==> src/rtl/timer_irq_dev_pkg.sv <==
// Register map, CTRL field positions, mode and FSM state encodings for timer_irq_dev.
package timer_irq_dev_pkg;

  localparam logic [1:0] OFS_CTRL   = 2'd0;
  localparam logic [1:0] OFS_PRESET = 2'd1;
  localparam logic [1:0] OFS_COUNT  = 2'd2;

  localparam int unsigned CTRL_EN      = 0;
  localparam int unsigned CTRL_MODE_LO = 1;
  localparam int unsigned CTRL_MODE_HI = 2;
  localparam int unsigned CTRL_IM      = 3;

  typedef enum logic [1:0] {
    MODE_ONESHOT = 2'd0,
    MODE_RELOAD  = 2'd1,
    MODE_RSVD2   = 2'd2,
    MODE_RSVD3   = 2'd3
  } mode_t;

  typedef enum logic [1:0] {
    ST_IDLE = 2'd0,
    ST_LOAD = 2'd1,
    ST_CNT  = 2'd2,
    ST_INT  = 2'd3
  } state_t;

endpackage

==> src/rtl/timer_irq_dev.sv <==
// Memory-mapped countdown timer with maskable interrupt output (CTRL/PRESET/COUNT).
module timer_irq_dev
  import timer_irq_dev_pkg::*;
(
  input  logic        clk,
  input  logic        reset,
  input  logic [1:0]  addr,
  input  logic        we,
  input  logic [31:0] wdata,
  output logic [31:0] rdata,
  output logic        irq
);

  logic [3:0]  r_ctrl;
  logic [31:0] r_preset;
  logic [31:0] r_count;
  logic        r_flag;
  state_t      r_state;

  state_t      w_state_nxt;
  logic [31:0] w_count_nxt;
  logic        w_flag_set;
  logic        w_flag_clr;
  logic        w_en_clr;
  logic        w_ctrl_wr;
  logic        w_preset_wr;
  logic        w_en;
  mode_t       w_mode;

  assign w_ctrl_wr   = we && (addr == OFS_CTRL);
  assign w_preset_wr = we && (addr == OFS_PRESET);
  assign w_en        = r_ctrl[CTRL_EN];
  assign w_mode      = mode_t'(r_ctrl[CTRL_MODE_HI:CTRL_MODE_LO]);
  assign irq         = r_flag & r_ctrl[CTRL_IM];

  // FSM next-state, count and flag/EN side effects
  always_comb begin
    w_state_nxt = r_state;
    w_count_nxt = r_count;
    w_flag_set  = 1'b0;
    w_flag_clr  = 1'b0;
    w_en_clr    = 1'b0;
    case (r_state)
      ST_IDLE: begin
        if (w_en) w_state_nxt = ST_LOAD;
      end
      ST_LOAD: begin
        w_count_nxt = r_preset;
        w_state_nxt = ST_CNT;
      end
      ST_CNT: begin
        if (!w_en) begin
          w_state_nxt = ST_IDLE;
        end else if (r_count > 32'd1) begin
          w_count_nxt = r_count - 32'd1;
        end else begin
          w_count_nxt = '0;
          w_flag_set  = 1'b1;
          w_state_nxt = ST_INT;
        end
      end
      ST_INT: begin
        w_state_nxt = ST_IDLE;
        if (w_mode == MODE_RELOAD) w_flag_clr = 1'b1;
        else                       w_en_clr   = 1'b1;
      end
      default: w_state_nxt = ST_IDLE;
    endcase
  end

  // FSM state, COUNT and interrupt flag registers
  always_ff @(posedge clk or posedge reset) begin
    if (reset) begin
      r_state <= ST_IDLE;
      r_count <= '0;
      r_flag  <= 1'b0;
    end else begin
      r_state <= w_state_nxt;
      r_count <= w_count_nxt;
      // CTRL writes acknowledge the interrupt, ahead of any FSM set/clear
      if (w_ctrl_wr)       r_flag <= 1'b0;
      else if (w_flag_set) r_flag <= 1'b1;
      else if (w_flag_clr) r_flag <= 1'b0;
    end
  end

  // Bus writes to CTRL/PRESET; a CTRL write beats the one-shot EN clear
  always_ff @(posedge clk or posedge reset) begin
    if (reset) begin
      r_ctrl   <= '0;
      r_preset <= '0;
    end else begin
      if (w_ctrl_wr)     r_ctrl           <= wdata[3:0];
      else if (w_en_clr) r_ctrl[CTRL_EN]  <= 1'b0;
      if (w_preset_wr)   r_preset         <= wdata;
    end
  end

  // Combinational read mux
  always_comb begin
    rdata = '0;
    case (addr)
      OFS_CTRL:   rdata = {28'd0, r_ctrl};
      OFS_PRESET: rdata = r_preset;
      OFS_COUNT:  rdata = r_count;
      default:    rdata = '0;
    endcase
  end

endmodule

==> config.mk <==
export PLATFORM = sky130hd
export DESIGN_NAME = timer_irq_dev
export DESIGN_NICKNAME = d
export VERILOG_FILES = /design/src/rtl/timer_irq_dev_pkg.sv /design/src/rtl/timer_irq_dev.sv
export SDC_FILE = /design/constraint.sdc
export NUM_CORES = 1
export LEC_CHECK = 0
export ABC_AREA = 1
export CAP_MARGIN = 10
export CORE_ASPECT_RATIO = 0.8
export CORE_UTILIZATION = 55
export DETAILED_ROUTE_END_ITERATION = 7
export PLACE_DENSITY = 0.83
export SLEW_MARGIN = 15
export SYNTH_ARGS = -nofsm -noshare
export SYNTH_HDL_FRONTEND = slang
export SYNTH_SLANG_ARGS = --single-unit
export TNS_END_PERCENT = 30
==> constraint.sdc <==
create_clock -name clk -period 4.64 [get_ports clk]
set_input_delay 0.928 -clock clk [delete_from_list [all_inputs] [get_ports clk]]
set_output_delay 0.928 -clock clk [all_outputs]
set_load 0.1 [all_outputs]
==> results.ini <==
[run_status]
status=finished, final reports clean

[pwr]
p_per_area_nw_per_um2=597
p_leak_nw=2.37
ir_drop_uv=304

[critical_path]
path_cells=clkdlybuf4s50_1 -> inv_1 -> nor2_2 -> buf_4 -> nand2_1 -> o21ai_0 -> buf_12
critical-path-top-delay-family=buffers and inverters
cp_data_arrival_time_ns=2.86
crit_buf_inv=4
cp.required_ns=3.71
crit_path_start_kind=primary input
cp_max_fo=18
cpPeakStageDelay_ns=0.49
worst_setup_path_end_kind=output pin
cp_slowest_cell=nor2_2
crit_type=in -> out
rrSetupSlack_ns=2.05

[timing]
rsz0062_at_grt=no
tns_ns=0
finalSetupViolCount=0
fin_crit_ns=3.79
fin_skew_ns=0.0104
finalCritPeriodShare=0.817
relSlewSlack=0.334
hold_slack_ns=0.518
final-hold-violation-count=0
max_freq_mhz=264
tightest_slew_ns=0.996
final_max_slew_viol_count=0

[detailed_routing]
viasPerCell=5.70
drt-total-wl_um=11900
num_vias=4265
drc_errors=0
ant_nets=0
post_drt_wl_per_cell_um=16.0
dr.pass1.iters=5
drtIter0Drc=337

[clocking]
cts_tree=built
cts_root_buf=clkbuf_8
clock_latency_ns=0.37
cts_hold_buf=0
postCtsSetupRepairBufs=0
numCtsBuffers=9
post_cts_resized=0
clock_sinks=71
cts_buffer_depth=2
clkSlewWorstSetupHoldPaths_ns=0.07
h-tree-depth=3

[global_route]
grt_remaining_overflow=0
grt_pass1_wl_um=19900
antenna_found_initial=0
grt_max_degree=44
grt_pass1_vias=3989
grt_usage=0.321

[floorplanning]
die_h_um=80.9
fp.dieW_um=101
start_util=0.574
dieArea_sq_um=8140
core.rowCount=28
coreArea_sq_um=7460
ios=70

[synth]
synth-seq-cells=71
synthXorXnorAreaFrac=0.0184
yosysWarnings=0
synth_area_sq_um=4280
syn_inst=576
async_flop_share=1.00
synth_top_family_by_area=simple AND/OR/NAND/NOR gates
yosysMostFrequentCell=nand2_1
synth_mux_area_frac=0.0631
synth_compound_area_frac=0.151
yosys.area_share.simple=0.266
yosys.area.top_type_share=0.415
synthTopCellsByArea=dfrtp_1 (41%), nand2_1 (9.9%), o21ai_0 (8.8%)
yosysTopAreaCell=dfrtp_1
ys.flop_type=dfrtp_1
synth_adder_area_share=0.00584
synth_commonest_cells=nand2_1 (113), nor2_1 (94), o21ai_0 (75)
synth_edf_count=0
ys_seq_area_frac=0.415
syn-num-nets=615
synth.avg_cell_area_sq_um=7.43
ys_types=27

[cells_and_area]
fin_util=0.737
final_net_count=677
drive_gt1_frac=0.160
n_fill_cell=585
syn2layout_area_growth_pct=28.4
stdcell_area_sq_um=5500
diodes=0

[placed_design]
port_buffers=69
gp_congestion=0.932
hpwl_um=8640
post_dp_cell_area_sq_um=5290

[worst_hold_path]
hold_path_class=reg -> reg

[flow_run]
cap_violations=0

-- power breakdown --
part,switching [mW],internal (mW)
Clock,0.254,0.279
Sequential,0.236,0.833
Combinational,1.13,0.551
-- kinds of logic after synthesis --
kind of cell / after synthesis
DFF: 71
adders and majority gates: 2
xor gates and xnor gates: 9
AOI/OAI and AO/OA: 123
buffers and inverters: 83
muxes: 24
and+or+nand+nor: 264
-- layout make-up --
type	count	area (sq um)	area share
inverter	61	229	0.0416
timing repair buffer	73	991	0.180
sequential	71	1780	0.323
clock buffer	12	155	0.0282
tap	105	131	0.0239
clock inverter	4	53.8	0.00978
multi-input combinational	422	2160	0.393
-- worst min-delay path, stage by stage, from the launching register on --
cell and delay (ns):
dfrtp_1 0.37, nand2_1 0.05, o21ai_0 0.06
-- path summary, 6_finish.rpt --
path	from	end	cells past startpoint
max	addr[0]	rdata[18]	7
min	r_ctrl[2]$_DFFE_PP0P_	r_ctrl[2]$_DFFE_PP0P_	2
max reg2reg	r_state[0]$_DFFE_PP0P_	r_count[5]$_DFFE_PP0P_	6
min reg2reg	r_ctrl[2]$_DFFE_PP0P_	r_ctrl[2]$_DFFE_PP0P_	2
max in group asynchronous	reset	r_preset[22]$_DFFE_PP0P_	3
min in group asynchronous	reset	r_count[1]$_DFFE_PP0P_	2
-- metrics by stage --
stage | total power, mW | cells | worst slack (ns)
after floorplan | 2.23 | 576 | 0.172
final | 3.28 | 748 | 0.851
after global placement | 2.67 | 732 | 1.03
after CTS | 3.27 | 748 | 0.879
after global routing | 3.49 | 748 | 0.733
after detailed placement | 2.73 | 732 | 0.908
-- state kept, by name, summed over array words and instances (netlist names) --
name	flops
r_count	32
r_preset	32
r_ctrl	4
r_state	2
r_flag	1
-- metal layers --
metal / wire, um / GRT usage / part of all wire / vias up
li1: - / - / - / 1994
met1: 5360 / 0.457 / 0.45 / 2054
met2: 5400 / 0.500 / 0.45 / 199
met3: 1050 / 0.0706 / 0.088 / 18
met4: 131 / 0.0783 / 0.011 / 0
met5: 0 / 0 / 0 / -
-- cell usage in the layout (no fill, tap or decap) --
cell	count
a211oi_1	1
a21boi_0	1
a21oi_1	34
a21oi_2	2
buf_12	28
buf_4	8
bufinv_16	1
clkbuf_1	1
clkbuf_8	11
clkdlybuf4s50_1	37
clkinv_4	1
clkinvlp_4	2
dfrtp_1	71
ha_1	2
inv_1	58
inv_2	3
mux2_1	1
mux2_2	23
nand2_1	113
nand2_2	5
nand3_1	31
nand3_2	9
nand4_1	3
nor2_1	93
nor2_2	8
nor2_4	2
o211a_1	1
o211ai_1	3
o21ai_0	75
o21ai_1	1
o22ai_1	5
xor2_1	9
No activity file was read; power rests on OpenSTA's default activity.
